File: src/rtl/ps2_host_tx.sv
// ----------------------------------------------------------------------------
// ps2_host_tx
//
// Host-to-device PS/2 transmitter. It sends one command byte (for example
// 0xED set-LEDs or 0xFF reset) to the keyboard over the open-drain PS/2 lines.
// The lines are driven only through output enables: OE=1 pulls a line low.
// The scan-code receiver on the same pins ignores the bus while oBusy=1.
//
// Sequence: the host inhibits (holds CLK low) for INHIBIT_CYCLES, places the
// start bit and releases CLK. The device then clocks out data LSB first, odd
// parity and stop. The host samples the device ACK on the 11th falling edge
// and waits for both lines to go idle before it reports oDone.
//
// Parameters:
//   INHIBIT_CYCLES  cycles PS2_CLK is held low before the start bit
//   TIMEOUT_CYCLES  watchdog limit from CLK release (PS2_TX_TIMEOUT_EN only)
//
// Ports:
//   Clock         system clock, all state on posedge
//   Reset         asynchronous, active-high
//   iData[7:0]    command byte, captured when iSend is accepted
//   iSend         transmit request, accepted only when idle
//   iPS2_CLK      raw PS/2 clock pin level (asynchronous)
//   iPS2_DATA     raw PS/2 data pin level (asynchronous)
//   oPS2_CLK_OE   1 = pull PS2_CLK low
//   oPS2_DATA_OE  1 = pull PS2_DATA low
//   oBusy         high from acceptance until the return to idle
//   oDone         one-cycle pulse: byte sent and ACK received
//   oError        one-cycle pulse: ACK missing or watchdog expired
//
// Build option:
//   PS2_TX_TIMEOUT_EN  when defined, a 20-bit watchdog aborts a transfer the
//                      device never completes. When undefined the FSM waits
//                      for the device indefinitely.
// ----------------------------------------------------------------------------
module ps2_host_tx #(
    parameter int INHIBIT_CYCLES = 5000,
    parameter int TIMEOUT_CYCLES = 750000
) (
    input  logic       Clock,
    input  logic       Reset,
    input  logic [7:0] iData,
    input  logic       iSend,
    input  logic       iPS2_CLK,
    input  logic       iPS2_DATA,
    output logic       oPS2_CLK_OE,
    output logic       oPS2_DATA_OE,
    output logic       oBusy,
    output logic       oDone,
    output logic       oError
);

    localparam int            IW       = $clog2(INHIBIT_CYCLES + 1);
    localparam logic [IW-1:0] INH_LAST = IW'(INHIBIT_CYCLES - 1);

    typedef enum logic [2:0] {
        S_IDLE,
        S_INHIBIT,
        S_SEND,
        S_ACK,
        S_WAITHI,
        S_ERR
    } state_t;

    state_t        state_q;
    logic [10:0]   frame_q;
    logic [IW-1:0] inh_cnt_q;
    logic [3:0]    edge_cnt_q;
    logic          clk_s1_q, clk_s2_q, clk_prev_q;
    logic          data_s1_q, data_s2_q;
    logic          clk_oe_q, data_oe_q, busy_q, done_q, err_q;
    logic          clk_fall;

`ifdef PS2_TX_TIMEOUT_EN
    localparam logic [19:0] WD_LAST = 20'(TIMEOUT_CYCLES - 1);
    logic [19:0] wd_q;
    logic        wd_hit;

    // The watchdog only matters once the device owns the clock.
    assign wd_hit = ((state_q == S_SEND) || (state_q == S_ACK) || (state_q == S_WAITHI))
                    && (wd_q == WD_LAST);
`else
    logic unused_timeout;
    assign unused_timeout = (TIMEOUT_CYCLES != 0);
`endif

    // Falling edge on the synchronized clock (previous 1, current 0).
    assign clk_fall = clk_prev_q & ~clk_s2_q;

    always_ff @(posedge Clock or posedge Reset) begin
        if (Reset) begin
            state_q    <= S_IDLE;
            frame_q    <= '0;
            inh_cnt_q  <= '0;
            edge_cnt_q <= '0;
            // Synchronizers start at the idle bus level so reset release
            // cannot be mistaken for a falling edge.
            clk_s1_q   <= 1'b1;
            clk_s2_q   <= 1'b1;
            clk_prev_q <= 1'b1;
            data_s1_q  <= 1'b1;
            data_s2_q  <= 1'b1;
            clk_oe_q   <= 1'b0;
            data_oe_q  <= 1'b0;
            busy_q     <= 1'b0;
            done_q     <= 1'b0;
            err_q      <= 1'b0;
`ifdef PS2_TX_TIMEOUT_EN
            wd_q       <= '0;
`endif
        end else begin
            clk_s1_q   <= iPS2_CLK;
            clk_s2_q   <= clk_s1_q;
            clk_prev_q <= clk_s2_q;
            data_s1_q  <= iPS2_DATA;
            data_s2_q  <= data_s1_q;
            done_q     <= 1'b0;
            err_q      <= 1'b0;

`ifdef PS2_TX_TIMEOUT_EN
            if (state_q == S_IDLE) begin
                wd_q <= '0;
            end else if ((state_q == S_SEND) || (state_q == S_ACK) || (state_q == S_WAITHI)) begin
                wd_q <= wd_q + 20'd1;
            end

            if (wd_hit) begin
                clk_oe_q  <= 1'b0;
                data_oe_q <= 1'b0;
                state_q   <= S_ERR;
            end else
`endif
            case (state_q)
                S_IDLE: begin
                    inh_cnt_q  <= '0;
                    edge_cnt_q <= '0;
                    if (iSend) begin
                        frame_q  <= {1'b1, ~^iData, iData, 1'b0};
                        busy_q   <= 1'b1;
                        clk_oe_q <= 1'b1;
                        state_q  <= S_INHIBIT;
                    end
                end
                S_INHIBIT: begin
                    if (inh_cnt_q == INH_LAST) begin
                        // Start bit goes out on the same edge that frees CLK.
                        clk_oe_q  <= 1'b0;
                        data_oe_q <= ~frame_q[0];
                        state_q   <= S_SEND;
                    end else begin
                        inh_cnt_q <= inh_cnt_q + IW'(1);
                    end
                end
                S_SEND: begin
                    if (clk_fall) begin
                        edge_cnt_q <= edge_cnt_q + 4'd1;
                        data_oe_q  <= ~frame_q[1];
                        frame_q    <= {1'b1, frame_q[10:1]};
                        if (edge_cnt_q == 4'd9) begin
                            state_q <= S_ACK;
                        end
                    end
                end
                S_ACK: begin
                    if (clk_fall) begin
                        edge_cnt_q <= edge_cnt_q + 4'd1;
                        state_q    <= data_s2_q ? S_ERR : S_WAITHI;
                    end
                end
                S_WAITHI: begin
                    if (clk_s2_q && data_s2_q) begin
                        done_q  <= 1'b1;
                        busy_q  <= 1'b0;
                        state_q <= S_IDLE;
                    end
                end
                S_ERR: begin
                    err_q     <= 1'b1;
                    busy_q    <= 1'b0;
                    clk_oe_q  <= 1'b0;
                    data_oe_q <= 1'b0;
                    state_q   <= S_IDLE;
                end
                default: state_q <= S_IDLE;
            endcase
        end
    end

    assign oPS2_CLK_OE  = clk_oe_q;
    assign oPS2_DATA_OE = data_oe_q;
    assign oBusy        = busy_q;
    assign oDone        = done_q;
    assign oError       = err_q;

endmodule
File: config.mk
export PLATFORM = sky130hd
export DESIGN_NAME = ps2_host_tx
export DESIGN_NICKNAME = d
export VERILOG_FILES = /design/src/rtl/ps2_host_tx.sv
export SDC_FILE = /design/constraint.sdc
export NUM_CORES = 1
export LEC_CHECK = 0
export CORE_AREA = 4 4 69 71
export DETAILED_ROUTE_END_ITERATION = 8
export DIE_AREA = 0 0 73 75
export GPL_TIMING_DRIVEN = 0
export PLACE_DENSITY_LB_ADDON = 0.12
export SLEW_MARGIN = 30
export SYNTH_ARGS = -nofsm -noshare
export SYNTH_HDL_FRONTEND = slang
export SYNTH_SLANG_ARGS = --single-unit
File: constraint.sdc
create_clock -name Clock -period 1.7 [get_ports Clock]
set_input_delay 0.17 -clock Clock [delete_from_list [all_inputs] [get_ports Clock]]
set_output_delay 0.17 -clock Clock [all_outputs]
set_load 0.05 [all_outputs]
==> metrics.md, run 1 <==
| Metric | Value |
|---|---|
| Layout cells sized above 1 | `20.2%` |
| Min-delay worst type | `in -> async` |
| Worst skew pair latency | `roughly 290 ps` |
| Antenna Violating Nets Remaining | `0` |
| Most frequent cells in the layout | `35 x dfrtp_1, 26 x nand2_1, 17 x o21ai_0` |
| Syn_nets | `217` |
| Cells after synthesis | `201` |
| CP max FO | `3` |
| Mapped Area | `2060 sq um` |
| Combinational share of power | `between 40% and 50%` |
| Vias | `roughly 1.7k` |
| CTS Root Cell | `clkbuf_8` |
| Setup-failing EPs final | `9` |
| Layout area overhead | `24.8%` |
| CP required | `1880 ps` |
| Remaining Overflow, GRT | `0` |
| CTS buffer count | `5` |
| Outcome | `finished with violations` |
| Clk pin slew, worst setup/hold paths | `approximately 80 ps` |
| I/O pin cnt | `18` |
| Max Freq | `approximately 540 MHz` |
| Failing checks | `setup timing` |
| Die W | `~73 um` |
| RR Startpoint | `inh_cnt_q[6]$_DFFE_PP0P_` |
| Vias in the first global route | `1686` |
| Synth cell types | `44` |
| Max-cap violations | `0` |
| R2r setup slk | `-140 ps` |
| Antenna violations before repair | `0` |
| Port Buffers | `17` |
| Die H | `~75 um` |
| All-Layer GR Usage | `18.1%` |
| Slowest stage delay, CP | `540 ps` |
| Diode count | `0` |
| Yosys reg bits | `41` |
| Flop pwr share | `36.5%` |
| Tightest Pin Transition | `501 ps` |
| Crit path cell chain | `or4_4, o31a_4, a31oi_4, mux2_4` |
| Reg-to-reg endpoint | `state_q[0]$_DFFE_PP0P_` |
| Register area share after synthesis | `50.0%` |
| RSZ-0062 raised after global routing | `true` |
| Die area | `5480 sq um` |
| First-pass detailed-route iteration total | `4` |
| Crit end category | `flop` |
| Clock power share | `roughly a fifth` |
| Post-CTS Hold Buffers | `0` |
| Sw frac | `37.1%` |
| Syn_area_per_cell | `about 10 sq um` |
| Avg Vias per Cell | `5.69` |
| Initial Utilization | `48.7%` |
| CTS max path bufs | `2` |
| Routed WL per cell | `15.4 um` |
| CTS sink cnt | `a little over 40` |
| Max-slew headroom | `66.6%` |
| Synth warn | `0` |
| Placer Congestion | `0.766` |
| Post-DP HPWL | `3.05 mm` |
| CTS tree | `yes` |
| Commonest non-fill, non-tap cell in the layout | `dfrtp_1` |
| Cell internal pwr | `0.00246 W` |
| Final hold vios | `0` |
| Pleak | `1.11 nW` |
| Worst path bufs/invs | `0` |
| Period utilisation layout | `109%` |
| Fin Setup TNS | `-559 ps` |
| Worst Hold Slack | `around 130 ps` |
| Layout Nets | `approximately 250` |
| Path depth of the worst reg2reg path | `4` |
| Setup WS post-layout | `-145 ps` |
| DRC | `0` |
| Worst IR drop on VDD | `slightly above 0.0008 V` |
| Routed wire length | `about 4.5 mm` |
| Clock Skew | `12.4 ps` |
| Final-report max-slew violation count | `0` |
| Switching power total | `0.00145 W` |
| Pin count of the biggest net entering global routing | `31` |
| Crit path max-delay cell type | `or4_4` |
| First-pass GRT wire length | `approximately 7.6 mm` |
| Setup Crit Path Kind | `reg -> reg` |
| Data arrival time of the worst path | `slightly above 2000 ps` |
| Final Critical Period | `between 1500 and 2000 ps` |
| Family with the most delay on the worst path | `simple AND/OR/NAND/NOR gates` |
| Startpoint types | `flop` |
| 1st-iter DRT viols | `63` |
| CTS H-tree depth | `2` |
| # rows | `24` |
| Pwr/cell area | `1520 nW/um^2` |
| Core ar. | `4230 sq um` |
==> what timing repair did <==
action,CTS,global route
buffers inserted,9,3
pin swaps,4,1
hold endpoints to repair,0,0
gates resized for setup,10,8
setup endpoints to repair,20,16
==> synth_stat cells (all sizes together) <==
master | instances | area, sq um
nor3 | 2 | 10.0
clkbuf | 5 | 18.8
o32ai | 1 | 8.76
mux2 | 2 | 22.5
dfrtp | 36 | 901
xnor2 | 7 | 61.3
o31a | 1 | 17.5
ha | 3 | 37.5
or3 | 2 | 12.5
o21ai | 19 | 95.1
buf | 3 | 17.5
o211ai | 1 | 7.51
o311ai | 1 | 8.76
a31oi | 1 | 21.3
nor2 | 10 | 37.5
nor3b | 2 | 26.3
and3b | 1 | 8.76
a21oi | 9 | 45.0
or4 | 2 | 18.8
mux2i | 11 | 110
a22oi | 2 | 15.0
nand3b | 3 | 22.5
nor2b | 2 | 12.5
o21bai | 1 | 7.51
a21bo | 1 | 10.0
nand4 | 6 | 37.5
or2 | 2 | 12.5
nand4bb | 1 | 11.3
and2 | 5 | 31.3
dfstp | 5 | 131
xor2 | 5 | 43.8
and3 | 4 | 25.0
nand2b | 2 | 12.5
nand3 | 7 | 35.0
o41ai | 1 | 8.76
nand2 | 26 | 97.6
a211oi | 2 | 15.0
inv | 5 | 18.8
o31ai | 2 | 28.8
==> how the worst max path moves through the flow <==
stage | from | end | slack, ps | cells past startpoint
3_3_place_gp | Reset | oBusy$_DFFE_PP0P_ | -230 | 2
6_report | inh_cnt_q[6]$_DFFE_PP0P_ | state_q[0]$_DFFE_PP0P_ | -140 | 4
4_1_cts | inh_cnt_q[6]$_DFFE_PP0P_ | state_q[0]$_DFFE_PP0P_ | -150 | 4
3_5_place_dp | inh_cnt_q[6]$_DFFE_PP0P_ | state_q[0]$_DFFE_PP0P_ | -220 | 4
5_1_grt | state_q[0]$_DFFE_PP0P_ | inh_cnt_q[8]$_DFFE_PP0P_ | -190 | 5
2_1_floorplan | inh_cnt_q[6]$_DFFE_PP0P_ | state_q[0]$_DFFE_PP0P_ | -160 | 4
==> cell families after synthesis <==
logic type	after synthesis	synth area share (%)
flip-flops	41	50.0
multiplexers	13	6.43
AO/OA/AOI/OAI	42	14.0
adder cells (fa/ha/maj)	3	1.82
XOR/XNOR	12	5.09
buffers and inverters	13	2.67
AND/OR/NAND/NOR	77	20.0
==> final cells by class <==
class                           count  area [sq um]
Tap cell                           52          65.1
Multi-Input combinational cell    147          1010
Fill cell                         360          1660
Buffer                              7          40.0
Clock inverter                      1          30.0
Inverter                            5          18.8
Timing Repair Buffer               30           287
Clock buffer                        7          86.3
Sequential cell                    41          1030
==> power by group through the flow <==
| stage | Sequential, W | Clock (W) | Combinational (W) |
|---|---|---|---|
| 2_1_floorplan | 0.00147 | 0 | 0.000983 |
| 3_3_place_gp | 0.00139 | 0 | 0.00137 |
| 3_5_place_dp | 0.00141 | 0 | 0.00144 |
| 4_1_cts | 0.00142 | 0.000829 | 0.00158 |
| 5_1_grt | 0.00147 | 0.000877 | 0.00183 |
| 6_report | 0.00143 | 0.000812 | 0.00167 |
==> registers in the layout, indices dropped and copies added, names as in the netlist <==
| signal | cells |
|---|---|
| oBusy | 1 |
| oDone | 1 |
| clk_prev_q | 1 |
| frame_q | 11 |
| data_s1_q | 1 |
| clk_s2_q | 1 |
| clk_s1_q | 1 |
| oPS2_DATA_OE | 1 |
| oError | 1 |
| oPS2_CLK_OE | 1 |
| inh_cnt_q | 13 |
| state_q | 3 |
| edge_cnt_q | 4 |
| data_s2_q | 1 |
==> stage by stage <==
step	power (W)	cells	setup slack [ps]	util (%)	area (sq um)
finish	0.00391	290	-145	60.8	2570
global route	0.00418	290	-187	60.8	2570
CTS	0.00383	287	-151	59.8	2530
detailed placement	0.00284	271	-220	54.8	2320
global placement	0.00276	270	-234	54.3	2300
floorplan	0.00245	201	-157	-	2060
==> metal layers <==
layer	share of wire, %	track usage (%)
met4	1.7	9.43
met1	44	23.1
met5	0	0
met3	2.8	3.74
met2	51	29.0
Note: power is estimated with default switching activity, not from simulation.
==> inputs of run 2 (changes only) <==
Settings changed: PLACE_DENSITY_LB_ADDON 0.12 to 0.15.
==> run 2 against run 1 <==
The run still ends with setup timing left. Via count shrank 1.6%. Core utilization shrank 0.68 points. Worst hold slack gained 80 ps. Fmax shrank 0.59%. Clock skew shrank 7.5 ps. Sequential power is essentially flat.
==> metrics.md, run 2 (same netlist as run 1, synthesis figures left out) <==
| Metric | Value |
|---|---|
| All-Layer GR Usage | `between 15 and 20%` |
| RR Startpoint | `inh_cnt_q[6]$_DFFE_PP0P_` |
| Register bank with the most flops | `inh_cnt_q` |
| # rows | `24` |
| CTS buffer count | `5` |
| Fin Setup TNS | `-458 ps` |
| Combinational share of power | `43.8%` |
| Post-Place Cell Area | `2330 sq um` |
| Overall Power | `0.00365 W` |
| CTS tree | `yes` |
| Final hold vios | `0` |
| Pleak | `1.09 nW` |
| Cell internal pwr | `0.00223 W` |
| Failing checks | `setup timing` |
| Post-route design area | `2550 sq um` |
| First-pass GRT wire length | `7.20 mm` |
| Avg Vias per Cell | `5.62` |
| CTS max path bufs | `2` |
| Max Freq | `539 MHz` |
| Path depth of the worst reg2reg path | `4` |
| Biggest regs | `inh_cnt_q: 13 flops, frame_q: 11 flops, edge_cnt_q: 4 flops` |
| CTS Root Cell | `clkbuf_8` |
| I/O pin cnt | `18` |
| Initial Utilization | `48.7%` |
| Largest register FFs | `13` |
| Switching power total | `roughly 0.0014 W` |
| Placer Congestion | `0.745` |
| Diode count | `0` |
| End-of-flow core utilization | `between 60 and 70%` |
| Outcome | `finished with violations` |
| Filler cells | `354` |
| CTS sink cnt | `41` |
| Routed WL per cell | `~15 um` |
| Die area | `5480 sq um` |
| Final Critical Period | `1860 ps` |
| Sw frac | `39.0%` |
| RSZ-0062 raised after global routing | `true` |
| Reg-to-reg endpoint | `state_q[0]$_DFFE_PP0P_` |
| Clk pin slew, worst setup/hold paths | `80 ps` |
| Worst skew pair latency | `290 ps` |
| Crit path launch | `inh_cnt_q[6]$_DFFE_PP0P_` |
| Antenna violations before repair | `0` |
| Tightest Pin Transition | `500 ps` |
| Startpoint types | `flop` |
| Remaining Overflow, GRT | `0` |
| Worst IR drop on VDD | `between 0.0008 and 0.0009 V` |
| Final-report max-slew violation count | `0` |
| Die H | `between 70 and 80 um` |
| Setup-failing EPs final | `7` |
| Commonest non-fill, non-tap cell in the layout | `dfrtp_1` |
| Data arrival time of the worst path | `2030 ps` |
| Pwr/cell area | `roughly 1400 nW/um^2` |
| Routed wire length | `4.25 mm` |
| Post-DP HPWL | `2.99 mm` |
| Layout Nets | `~250` |
| DRC | `0` |
| CP required | `1880 ps` |
| Vias in the first global route | `1626` |
| First-pass detailed-route iteration total | `4` |
| Min-delay worst type | `in -> async` |
| Core ar. | `4230 sq um` |
| Clock Skew | `4.96 ps` |
| CP max FO | `5` |
| Crit end category | `flop` |
| Max-slew headroom | `66.5%` |
| Antenna Violating Nets Remaining | `0` |
| Die W | `roughly 73 um` |
| Pin count of the biggest net entering global routing | `23` |
| Max-cap violations | `0` |
| Setup WS post-layout | `-156 ps` |
| CTS H-tree depth | `2` |
| Period utilisation layout | `109%` |
| Layout area overhead | `23.4%` |
| Clock power share | `17.0%` |
| Flop pwr share | `39.3%` |
| R2r setup slk | `-160 ps` |
| Setup Crit Path Kind | `reg -> reg` |
| 1st-iter DRT viols | `101` |
| Vias | `1623` |
| Worst Hold Slack | `211 ps` |
| Layout cells sized above 1 | `20.7%` |
| Port Buffers | `17` |
| Most frequent cells in the layout | `35 x dfrtp_1, 25 x nand2_1, 18 x o21ai_0` |
==> run 2: worst max-delay path by stage <==
stage                             endpoint  slack (ps)  depth (start not counted)
global route        state_q[0]$_DFFE_PP0P_        -180                          4
CTS                 state_q[0]$_DFFE_PP0P_        -150                          4
floorplan           state_q[0]$_DFFE_PP0P_        -160                          4
detailed placement  state_q[0]$_DFFE_PP0P_        -230                          5
finish              state_q[0]$_DFFE_PP0P_        -160                          4
global placement         oBusy$_DFFE_PP0P_        -230                          2
==> run 2: per-stage QoR <==
stage | std cells | worst slack (ps)
6_report | 289 | -156
5_1_grt | 289 | -179
4_1_cts | 286 | -149
3_5_place_dp | 271 | -234
3_3_place_gp | 270 | -234
2_1_floorplan | 201 | -157
==> run 2: cell type report <==
type	count	area [sq um]	share of cell area, %
inverters	5	18.8	0.737
plain buffers	7	41.3	1.62
multi-input cells	147	1020	40.0
clock buffers	6	72.6	2.85
flip-flops and latches	41	1030	40.6
clock inverters	2	10.0	0.393
repair buffers	29	287	11.3
well taps	52	65.1	2.56
==> run 2: power groups by stage <==
stage / Clock [W] / Combinational (W) / Sequential [W]
after floorplan: 0 / 0.000983 / 0.00147
after global placement: 0 / 0.00137 / 0.00139
after detailed placement: 0 / 0.00144 / 0.00140
after CTS: 0.000629 / 0.00154 / 0.00141
after global routing: 0.000665 / 0.00177 / 0.00147
final: 0.000620 / 0.00160 / 0.00143
==> run 2: critical path, stage by stage, from the launching register on <==
cell and delay (ps):
dfrtp_1 400, or4_4 550, o31a_4 330, a31oi_4 160, mux2_4 310
==> run 2: timing repair <==
item	in CTS	in global routing
endpoints found under the setup margin	19	23
buffers inserted	8	3
gates resized for setup	7	16
hold buffers	0	0
pin swaps	3	3
==> run 2: per-layer routing <==
layer | share of wire [%] | vias up | track usage, % | wire [um]
li1 | - | 785 | - | -
met1 | 44 | 793 | 21.8 | 1870
met4 | 1.5 | 0 | 8.20 | 65
met2 | 50 | 36 | 27.6 | 2150
met3 | 4.0 | 9 | 4.14 | 172
met5 | 0 | - | 0 | 0
==> inputs of run 3 (changes only) <==
Settings changed: CORE_AREA 4 4 69 71 to 4 4 95 52, DIE_AREA 0 0 73 75 to 0 0 99 56, GPL_ROUTABILITY_DRIVEN from default to 0.
==> run 3 against run 2 <==
The run still ends with setup timing left. Worst hold slack got worse by 90 ps. Combinational power up 4%. Via count down 0.55%. Cell count rose by 0.69%. Die area up 1.3%. Register-to-register slack is essentially flat. Total power increased by 10%. Cell area rose by 1.5%. Clock-buffer cell count down 1. Fmax is 0.28% higher. Non-clock buffer count down 3.
==> metrics.md, run 3 (same netlist as run 1, synthesis figures left out) <==
| Metric | Value |
|---|---|
| 1st-iter DRT viols | `66` |
| Filler cells | `340` |
| CP max FO | `4` |
| Crit path launch | `inh_cnt_q[5]$_DFFE_PP0P_` |
| RR Startpoint | `inh_cnt_q[5]$_DFFE_PP0P_` |
| Post-DP HPWL | `3.16 mm` |
| Commonest non-fill, non-tap cell in the layout | `dfrtp_1` |
| CP required | `1880 ps` |
| Vias | `1614` |
| CTS tree | `yes` |
| Worst IR drop on VDD | `0.000700 V` |
| CTS max path bufs | `2` |
| Remaining Overflow, GRT | `0` |
| Setup WS pre-CTS | `-248 ps` |
| Max Freq | `between 500 and 600 MHz` |
| RSZ-0062 raised after global routing | `true` |
| Most frequent cells in the layout | `35 x dfrtp_1, 26 x nand2_1, 17 x o21ai_0` |
| CTS buffer count | `5` |
| Layout Nets | `249` |
| Non-Filler Instances | `between 200 and 300` |
| CTS sink cnt | `41` |
| R2r setup slk | `-150 ps` |
| Tightest Pin Transition | `522 ps` |
| First-pass GRT wire length | `7.49 mm` |
| Setup-failing EPs final | `10` |
| Setup Crit Path Kind | `reg -> reg` |
| # rows | `17` |
| Pwr/cell area | `1550 nW/um^2` |
| Failing checks | `setup timing` |
| Initial Utilization | `between 40 and 50%` |
| Routed wire length | `4.44 mm` |
| Layout area overhead | `25.3%` |
| Data arrival time of the worst path | `around 2000 ps` |
| Max-cap violations | `0` |
| Die area | `~5500 sq um` |
| Clock Skew | `3.71 ps` |
| Largest register FFs | `13` |
| Core ar. | `4190 sq um` |
| Min-delay worst type | `in -> async` |
| Pleak | `1.10 nW` |
| Fin Setup TNS | `-617 ps` |
| Period utilisation layout | `109%` |
| Path depth of the worst reg2reg path | `4` |
| Diode count | `0` |
| Crit end category | `flop` |
| Post-CTS Hold Buffers | `0` |
| Startpoint types | `flop` |
| Vias in the first global route | `1580` |
| Clk pin slew, worst setup/hold paths | `80 ps` |
| Reg-to-reg endpoint | `state_q[0]$_DFFE_PP0P_` |
| Pin count of the biggest net entering global routing | `31` |
| Cell count after placement | `276` |
| Antenna violations before repair | `0` |
| DRC | `0` |
| All-Layer GR Usage | `between 10% and 20%` |
| Final hold vios | `0` |
| Avg Vias per Cell | `5.55` |
| First-pass detailed-route iteration total | `4` |
| Routed WL per cell | `15.3 um` |
| Register bank with the most flops | `inh_cnt_q` |
| CTS H-tree depth | `2` |
| CP endpoint | `state_q[0]$_DFFE_PP0P_` |
| Max-slew headroom | `around 65%` |
| Outcome | `finished with violations` |
| Final-report max-slew violation count | `0` |
| I/O pin cnt | `18` |
| Antenna Violating Nets Remaining | `0` |
| CTS Root Cell | `clkbuf_8` |
| Die H | `56 um` |
| Worst skew pair latency | `roughly 290 ps` |
| Final Critical Period | `between 1500 and 2000 ps` |
| Die W | `99 um` |
| Port Buffers | `17` |
| Layout cells sized above 1 | `20.9%` |
| Setup WS post-layout | `-151 ps` |
| Biggest regs | `inh_cnt_q: 13 flops, frame_q: 11 flops, edge_cnt_q: 4 flops` |
==> run 3: metal layers <==
metal  GRT usage (%)  part of all wire [%]
met1            25.0                    51
met2            24.0                    43
met3            4.51                   4.5
met4            3.11                  0.88
met5               0                     0
==> run 3: through the flow <==
| step | cell area, sq um | utilization [%] | power, W | hold slack [ps] |
|---|---|---|---|---|
| global placement | 2300 | 55.0 | 0.00277 | 349 |
| global route | 2580 | 61.7 | 0.00427 | 143 |
| finish | 2580 | 61.7 | 0.00402 | 122 |
| CTS | 2530 | 60.5 | 0.00392 | 121 |
| detailed placement | 2320 | 55.5 | 0.00284 | 349 |
| floorplan | 2060 | - | 0.00245 | 174 |
==> run 3: power by group <==
| part | internal (W) | switching, W |
|---|---|---|
| clock network | 0.000583 | 0.000336 |
| logic | 0.000752 | 0.000914 |
| registers | 0.00122 | 0.000215 |
| total | 0.00255 | 0.00147 |
==> run 3: how the worst min path moves through the flow <==
stage | startpoint | to | slack (ps) | cells after the start
detailed placement | clk_s1_q$_DFF_PP1_ | clk_s2_q$_DFF_PP1_ | 350 | 0
finish | Reset | oDone$_DFF_PP0_ | 120 | 2
global placement | data_s1_q$_DFF_PP1_ | data_s2_q$_DFF_PP1_ | 350 | 0
global route | Reset | oBusy$_DFFE_PP0P_ | 140 | 2
CTS | Reset | oBusy$_DFFE_PP0P_ | 120 | 2
floorplan | iPS2_CLK | clk_s1_q$_DFF_PP1_ | 170 | 0
==> run 3: area by class of cell <==
class	instances	area, sq um	share of cell area [%]
Clock inverter	3	65.1	2.52
Tap cell	57	71.3	2.76
Sequential cell	41	1030	40.0
Clock buffer	5	68.8	2.66
Timing Repair Buffer	26	256	9.92
Buffer	7	41.3	1.60
Multi-Input combinational cell	147	1030	39.8
Inverter	5	18.8	0.726
==> run 3: what timing repair did <==
item | 4_1_cts | 5_1_grt
pin swaps | 2 | 3
cloned | 0 | 0
buffers inserted | 7 | 1
gates resized for setup | 8 | 17
setup endpoints to repair | 19 | 25
==> run 3: critical path: stages (launching register included) <==
cell and delay [ps]:
dfrtp_1 410, or4_4 540, o31a_4 330, a31oi_4 150, mux2_4 310
